**src/rtl/affine_ctrl.sv**
```systemverilog
// Affine-processor sequencer: fetches instruction words from an external ROM
// addressed by pc, decodes ALU and special (wait/jump/halt) ops, and presents
// registered ALU control and operand fields one clock after fetch.

package affine_pkg;

  // Instruction field widths, MSB to LSB: OP, I2, I1, RD, RS.
  localparam int unsigned OP_W   = 6;
  localparam int unsigned IMM_W  = 8;
  localparam int unsigned REG_W  = 3;
  localparam int unsigned INST_W = OP_W + 2 * IMM_W + 2 * REG_W;

  // Bit positions of each field inside the instruction word.
  localparam int unsigned RS_LSB = 0;
  localparam int unsigned RD_LSB = RS_LSB + REG_W;
  localparam int unsigned I1_LSB = RD_LSB + REG_W;
  localparam int unsigned I2_LSB = I1_LSB + IMM_W;
  localparam int unsigned OP_LSB = I2_LSB + IMM_W;

  // Special operations, selected by OP[1:0] when OP[3:2] == 2'b11.
  typedef enum logic [1:0] {
    SP_WAITH = 2'b00,
    SP_WAITL = 2'b01,
    SP_JMP   = 2'b10,
    SP_HALT  = 2'b11
  } spec_op_t;

endpackage

module affine_ctrl #(
  parameter int P      = 5,
  parameter int W_INST = affine_pkg::INST_W
) (
  input  logic              clk,
  input  logic              reset,
  input  logic [W_INST-1:0] instr,
  input  logic              hs,
  output logic [P-1:0]      pc,
  output logic [5:0]        ctrl,
  output logic [2:0]        rd,
  output logic [2:0]        rs,
  output logic [7:0]        imm1,
  output logic [7:0]        imm2,
  output logic              reg_we,
  output logic              busy,
  output logic              halted
);

  import affine_pkg::*;

  typedef enum logic [1:0] {
    ST_RUN  = 2'b00,
    ST_WAIT = 2'b01,
    ST_HALT = 2'b10
  } state_t;

  localparam logic [P-1:0] PC_ONE = 1;

  // Instruction fields
  logic [OP_W-1:0]  op;
  logic [IMM_W-1:0] f_i2;
  logic [IMM_W-1:0] f_i1;
  logic [REG_W-1:0] f_rd;
  logic [REG_W-1:0] f_rs;

  assign op   = instr[OP_LSB +: OP_W];
  assign f_i2 = instr[I2_LSB +: IMM_W];
  assign f_i1 = instr[I1_LSB +: IMM_W];
  assign f_rd = instr[RD_LSB +: REG_W];
  assign f_rs = instr[RS_LSB +: REG_W];

  logic     is_special;
  spec_op_t sp_op;
  logic     wait_ok;

  // Handshake synchroniser
  logic hs_m;
  logic hs_s;

  // Registered state and its next values
  state_t       state, state_n;
  logic [P-1:0] pc_n;
  logic [P-1:0] pc_inc;
  logic [5:0]   ctrl_n;
  logic [2:0]   rd_n, rs_n;
  logic [7:0]   imm1_n, imm2_n;
  logic         reg_we_n;

  assign is_special = (op[3:2] == 2'b11);
  assign sp_op      = spec_op_t'(op[1:0]);
  // WAITH proceeds on hs_s high, WAITL on hs_s low; OP[0] picks the polarity.
  assign wait_ok    = op[0] ? ~hs_s : hs_s;
  assign pc_inc     = pc + PC_ONE;

  // Two-flop synchroniser for the asynchronous switch input.
  always_ff @(posedge clk or posedge reset) begin
    if (reset) begin
      hs_m <= 1'b0;
      hs_s <= 1'b0;
    end else begin
      hs_m <= hs;
      hs_s <= hs_m;
    end
  end

  // State, program counter and registered decode outputs.
  always_ff @(posedge clk or posedge reset) begin
    if (reset) begin
      state  <= ST_RUN;
      pc     <= '0;
      ctrl   <= '0;
      rd     <= '0;
      rs     <= '0;
      imm1   <= '0;
      imm2   <= '0;
      reg_we <= 1'b0;
    end else begin
      state  <= state_n;
      pc     <= pc_n;
      ctrl   <= ctrl_n;
      rd     <= rd_n;
      rs     <= rs_n;
      imm1   <= imm1_n;
      imm2   <= imm2_n;
      reg_we <= reg_we_n;
    end
  end

  // Next-state decode; non-ALU cycles clear ctrl/reg_we and keep operand fields.
  always_comb begin
    state_n  = state;
    pc_n     = pc;
    ctrl_n   = '0;
    rd_n     = rd;
    rs_n     = rs;
    imm1_n   = imm1;
    imm2_n   = imm2;
    reg_we_n = 1'b0;

    unique case (state)
      ST_RUN: begin
        if (!is_special) begin
          pc_n     = pc_inc;
          ctrl_n   = op;
          rd_n     = f_rd;
          rs_n     = f_rs;
          imm1_n   = f_i1;
          imm2_n   = f_i2;
          reg_we_n = 1'b1;
        end else begin
          unique case (sp_op)
            SP_WAITH, SP_WAITL: begin
              if (wait_ok) pc_n = pc_inc;
              else         state_n = ST_WAIT;
            end
            SP_JMP:  pc_n    = P'(f_i1);
            SP_HALT: state_n = ST_HALT;
            default: state_n = ST_RUN;
          endcase
        end
      end

      ST_WAIT: begin
        if (wait_ok) begin
          pc_n    = pc_inc;
          state_n = ST_RUN;
        end
      end

      ST_HALT: state_n = ST_HALT;

      default: state_n = ST_RUN;
    endcase
  end

  assign busy   = (state == ST_WAIT);
  assign halted = (state == ST_HALT);

endmodule

```
**config.mk**
```make
export PLATFORM = sky130hd
export DESIGN_NAME = affine_ctrl
export DESIGN_NICKNAME = d
export VERILOG_FILES = /design/src/rtl/affine_ctrl.sv
export SDC_FILE = /design/constraint.sdc
export NUM_CORES = 1
export LEC_CHECK = 0
export CAP_MARGIN = 25
export CORE_ASPECT_RATIO = 1.4
export CORE_UTILIZATION = 33
export DETAILED_ROUTE_END_ITERATION = 8
export PLACE_DENSITY = 0.72
export SETUP_SLACK_MARGIN = 0.15
export SLEW_MARGIN = 20
export SYNTH_ARGS = -nofsm -noshare
export SYNTH_HDL_FRONTEND = slang
export SYNTH_SLANG_ARGS = --single-unit
```
**constraint.sdc**
```tcl
create_clock -name clk -period 4.23 [get_ports clk]
set_input_delay 0.846 -clock clk [delete_from_list [all_inputs] [get_ports clk]]
set_output_delay 0.846 -clock clk [all_outputs]
set_load 0.02 [all_outputs]
```
== Yosys cells after proc, flatten, opt, wreduce, memory -nomap -nowiden ==
Cells that the tools add are included.
Word-level totals
  register bits after elaboration: 38
  input bits: 31
  output and inout bits: 36
  word-level logic and storage cells: 45
Cells by class
  add/subtract/negate cells: 1
  equal/unequal tests: 11
  mux-type cells: 14
  bitwise logic cells: 2
  reduce and logical (&&, ||, !) cells: 7
Operator list (number)
  5-bit one-hot mux with 2 select lines: 2
  6-bit 2-to-1 mux: 2
  5-bit 2-to-1 mux: 2
  2-bit == test (second input constant): 4
  2-bit 2-to-1 mux: 3
  2-bit one-hot mux with 3 select lines: 1
  5-bit by 1-bit adder with 5-bit output (second input constant): 1
  2-bit by 1-bit == test with 1-bit output (second input constant): 2
  2-bit zero test: 2
  4-bit by 2-bit inequality test with 1-bit output (second input constant): 1
  2-bit one-hot mux with 2 select lines: 1
  2-bit AND reduction: 2
  4-bit AND reduction: 1
  1-bit 2-to-1 mux: 3
  3-bit by 1-bit inequality test with 1-bit output (second input constant): 1
  3-bit inequality test (second input constant): 1
  2-bit by 1-bit inequality test with 1-bit output (second input constant): 1
  2-bit inequality test (second input constant): 1
  1-bit inverter: 2
  2-bit nonzero test: 1
  2-bit OR reduction: 1

== Logic depth before layout (Yosys ltp) ==
  depth after elaboration: 6
  gate-level depth with buffers: 6

== Worst setup path after synthesis ==
Ideal clock, no wire load.
  path type: input -> register
  from: input port instr[25]
  to: register imm1[0]
  arrival: 1.782 ns
  data required time: 4.105 ns
  slack: 2.324 ns
  stages: 4
  path buffers: 1
  path through: and2_1 nor3_4 buf_4 mux2_2
On the way
  word-level cells in the longest chain between the ends: 3
RTL lines
  from (decl): line 36  | input logic [W_INST-1:0] instr,
  2-bit == test: line 89  | assign is_special = (op[3:2] == 2'b11);
  1-bit inverter (no line)
  2-bit AND reduction (no line)
  to (signal assigned): line 123  | imm1 <= imm1_n;
  to (decl): line 42  | output logic [7:0] imm1,
Every way passes these cells.
A chain may end at the register's enable or synchronous reset.

== Worst setup path after layout ==
  from: register state[0]
  to: output port busy
On the way
  word-level cells in the longest chain between the ends: 1
RTL lines
  from (decl): line 81  | state_t state, state_n;
  from (signal assigned): line 118  | state <= state_n;
  2-bit by 1-bit == test with 1-bit output: line 176  | assign busy = (state == ST_WAIT);
  to (decl): line 45  | output logic busy,
Every way passes these cells.

==> metrics.txt <==
# TYPE chip_impl_metric gauge
chip_impl_metric{name="dieHeight",unit="um"} 89.3
chip_impl_metric{name="power.sequential.fraction",unit="%"} 36.8
chip_impl_info{name="hold_class",value="reg -> reg"} 1
chip_impl_metric{name="design_power_total",unit="mW"} 1.63
chip_impl_metric{name="power_per_cell_area",unit="nW/um^2"} 626
chip_impl_metric{name="final_antenna_net_count",unit=""} 0
chip_impl_metric{name="register_area_share_after_synthesis",unit="%"} 52.9
chip_impl_metric{name="worst-path-max-fanout",unit=""} 13
chip_impl_info{name="ctsRootBufferMaster",value="sky130_fd_sc_hd__clkbuf_8"} 1
chip_impl_metric{name="fin_crit_sh",unit="%"} 64.9
chip_impl_metric{name="synth_area_per_cell",unit="um^2"} 12.0
chip_impl_metric{name="total_of_flip_flops_plus_latches_after_synthesis",unit=""} 38
chip_impl_metric{name="tightest_slew_margin_relative_to_the_limit",unit="%"} 48.1
chip_impl_info{name="tritoncts",value="done"} 1
chip_impl_metric{name="io_buffers",unit=""} 66
chip_impl_metric{name="grt_util_all_layers",unit="%"} 16.1
chip_impl_metric{name="post_cts.resized_instances",unit=""} 0
chip_impl_metric{name="vdd_drop_max",unit="uV"} 180
chip_impl_metric{name="total_gr_overflow",unit=""} 0
chip_impl_metric{name="drtIter0Drc",unit=""} 82
chip_impl_metric{name="hold_viol_final",unit=""} 0
chip_impl_metric{name="wire_length_of_the_first_global_routing_pass",unit="um"} 6810
chip_impl_info{name="ys_top_cells_by_count",value="38 x sky130_fd_sc_hd__dfrtp_1, 21 x sky130_fd_sc_hd__mux2_2, 9 x sky130_fd_sc_hd__a21oi_1, 8 x sky130_fd_sc_hd__nor2_1, 6 x sky130_fd_sc_hd__and3_1"} 1
chip_impl_metric{name="crit_arrival",unit="ns"} 1.90
chip_impl_metric{name="synth_edf_count",unit=""} 0
chip_impl_metric{name="io-pin-count",unit=""} 67
chip_impl_info{name="critical-path-top-delay-family",value="buffers and inverters"} 1
chip_impl_metric{name="power.combinational.fraction",unit="%"} 47.5
chip_impl_metric{name="die_width",unit="um"} 64.4
chip_impl_info{name="cp_cell_sequence",value="nor2b_1, clkdlybuf4s50_1"} 1
chip_impl_info{name="post-synth-top-count-cell",value="sky130_fd_sc_hd__dfrtp_1"} 1
chip_impl_metric{name="grt_start_max_net_pins",unit=""} 25
chip_impl_metric{name="tritoncts_num_sinks",unit=""} 38
chip_impl_metric{name="synthesis.instances",unit=""} 150
chip_impl_info{name="rsz_0062_raised_after_global_routing",value="false"} 1
chip_impl_metric{name="cts_buffer_depth",unit=""} 2
chip_impl_metric{name="cts_made_buffers",unit=""} 5
chip_impl_info{name="synth_flop_cell",value="sky130_fd_sc_hd__dfrtp_1"} 1
chip_impl_info{name="cp_capture_type",value="output port"} 1
chip_impl_metric{name="yosysTopAreaCellShare",unit="%"} 52.9
chip_impl_metric{name="critPathRequiredTime",unit="ns"} 3.38
chip_impl_metric{name="ys_types",unit=""} 46
chip_impl_metric{name="num_vias",unit=""} 1464
chip_impl_metric{name="synth_async_sr_flop_share",unit="%"} 100
chip_impl_metric{name="clkTransAtPathRegs",unit="ns"} 0.07
chip_impl_metric{name="dieArea",unit="um^2"} 5750
chip_impl_metric{name="place_congestion",unit=""} 0.903
chip_impl_info{name="critical_path_cell_with_the_highest_stage_delay",value="sky130_fd_sc_hd__clkdlybuf4s50_1"} 1
chip_impl_metric{name="slew_viol_final",unit=""} 0
chip_impl_metric{name="timing_worst_slew_pin_value",unit="ns"} 0.775
chip_impl_metric{name="routedWlPerCell",unit="um"} 14.9
chip_impl_metric{name="hpwl",unit="um"} 3130
chip_impl_info{name="timing.critical_path.from_type",value="register"} 1
chip_impl_metric{name="maxCapViolations",unit=""} 0
chip_impl_metric{name="htreeDepth",unit=""} 2
chip_impl_metric{name="placementRows",unit=""} 31
chip_impl_info{name="critical_path_class",value="reg -> out"} 1
chip_impl_metric{name="switching_power",unit="mW"} 0.586
chip_impl_metric{name="drc_errors",unit=""} 0
chip_impl_metric{name="ys_warn_count",unit=""} 0
chip_impl_metric{name="area_delta_synth_final",unit="%"} 45.1
chip_impl_metric{name="detailed_router_iteration_count_before_antenna_repair",unit=""} 4
chip_impl_metric{name="fmax",unit="MHz"} 364
chip_impl_metric{name="cts_hold_repair.buffers",unit=""} 0
chip_impl_metric{name="synth.net_count",unit=""} 182
chip_impl_metric{name="drive_gt1_share",unit="%"} 17.4
chip_impl_metric{name="via_count_of_the_first_global_routing_pass",unit=""} 1406
chip_impl_metric{name="cpPeakStageDelay",unit="ns"} 0.67
chip_impl_metric{name="finalClockSkew",unit="ns"} 0.00401
chip_impl_metric{name="power_leakage",unit="nW"} 1.08
chip_impl_info{name="yosys-top-cells-area",value="sky130_fd_sc_hd__dfrtp_1 53%, sky130_fd_sc_hd__mux2_2 13%, sky130_fd_sc_hd__a21oi_1 2.5%"} 1
chip_impl_metric{name="finalWorstPathRequiredPeriod",unit="ns"} 2.74
chip_impl_metric{name="wirelength",unit="um"} 4250
chip_impl_metric{name="p_sw_share",unit="%"} 35.9
chip_impl_info{name="result_of_the_run",value="finished, final reports clean"} 1
chip_impl_metric{name="syn-cell-area",unit="um^2"} 1800
chip_impl_metric{name="finalNetCount",unit=""} 250
chip_impl_metric{name="detailed_route_vias_per_instance",unit=""} 5.14
chip_impl_metric{name="postCtsSetupBuffers",unit=""} 0
chip_impl_metric{name="fp.coreArea",unit="um^2"} 5200
chip_impl_metric{name="finalSetupViolCount",unit=""} 0
chip_impl_metric{name="intPower",unit="mW"} 1.05
chip_impl_metric{name="antenna_found_initial",unit=""} 0
chip_impl_metric{name="effective_utilization_at_floorplan",unit="%"} 34.6
chip_impl_metric{name="crit_buf_inv",unit=""} 1
chip_impl_info{name="netlist.top_cell.by_area",value="sky130_fd_sc_hd__dfrtp_1"} 1
chip_impl_metric{name="antennaDiodeCount",unit=""} 0
chip_impl_metric{name="clk-insertion-delay-late",unit="ns"} 0.29
chip_impl_metric{name="clock_share_of_power",unit="%"} 15.7
chip_impl_metric{name="setup_tns",unit="ns"} 0
[per-stage QoR]
stage	instance area (um^2)	util (%)	hold WS [ns]	instances	setup WS, ns
after floorplan	1800	-	0.331	150	2.32
after global placement	2500	48.1	0.335	276	1.31
after detailed placement	2500	48.1	0.341	276	1.29
after CTS	2590	49.9	0.359	284	1.46
after global routing	2610	50.2	0.364	285	1.27
final	2610	50.2	0.352	285	1.49
[power groups by stage]
stage	clock network (mW)	registers, mW	logic (mW)
2_1_floorplan	0	0.760	0.264
3_3_place_gp	0	0.604	0.771
3_5_place_dp	0	0.610	0.777
4_1_cts	0.269	0.603	0.780
5_1_grt	0.287	0.621	0.831
6_report	0.257	0.601	0.775
[layout by cell type, fill, tap and decap left out, drive strengths merged, types with 2 or more instances in the layout]
master / synthesis / layout
inv: 5 / 5
o21ai: 5 / 5
clkbuf: 2 / 6
and2: 2 / 2
nor3: 4 / 4
nor4b: 2 / 2
a221oi: 4 / 4
clkdlybuf4s50: 0 / 66
and4: 2 / 2
a21o: 3 / 3
o221a: 2 / 2
nand2b: 2 / 2
nor2: 9 / 9
mux2: 22 / 22
and3: 7 / 7
dfrtp: 38 / 38
nand2: 4 / 4
nand3: 2 / 2
nor2b: 2 / 2
a21oi: 9 / 9
buf: 6 / 3
[worst paths after layout]
kind | from | end | slack, ns | cells after the start
max | state[0]$_DFFE_PP0P_ | busy | 1.49 | 2
min in group asynchronous | reset | imm1[7]$_DFFE_PP0P_ | 0.81 | 2
min reg2reg | hs_m$_DFF_PP0_ | hs_s$_DFF_PP0_ | 0.35 | 0
max in group asynchronous | reset | ctrl[0]$_DFF_PP0_ | 2.71 | 4
max reg2reg | hs_s$_DFF_PP0_ | pc[4]$_DFFE_PP0P_ | 2.27 | 4
min | hs_m$_DFF_PP0_ | hs_s$_DFF_PP0_ | 0.35 | 0
[per-layer routing]
| metal | share of wire, % | up-vias | global-route usage, % | wire length [um] |
|---|---|---|---|---|
| met5 | 0 | - | 0 | 0 |
| met4 | 2.8 | 0 | 9.09 | 119 |
| met3 | 5.0 | 14 | 3.83 | 212 |
| met2 | 54 | 61 | 28.7 | 2300 |
| met1 | 38 | 696 | 17.6 | 1620 |
| li1 | - | 693 | - | - |
[final cells by class]
cell class | instances | area [um^2]
flip-flops and latches | 38 | 951
clock inverters | 2 | 12.5
repair buffers | 69 | 691
clock buffers | 6 | 82.6
fillers | 498 | 2590
multi-input cells | 99 | 769
inverters | 5 | 18.8
well taps | 66 | 82.6
[state kept, by name (all words and copies together) (netlist names), 2 cells and up]
| signal | cells |
|---|---|
| rd | 3 |
| imm1 | 8 |
| state | 2 |
| ctrl | 6 |
| pc | 5 |
| imm2 | 8 |
| rs | 3 |
[kinds of logic (layout without fill, tap and decap cells)]
group,after synthesis,count (layout),share of synthesized area [%]
and+or+nand+nor,40,40,13.7
DFF,38,38,52.9
AOI/OAI and AO/OA,35,35,14.1
muxes,22,22,13.8
buffers and inverters,13,82,4.25
adders and majority gates,1,1,0.696
xor gates and xnor gates,1,1,0.488
Note: power is estimated with default switching activity, not from simulation.
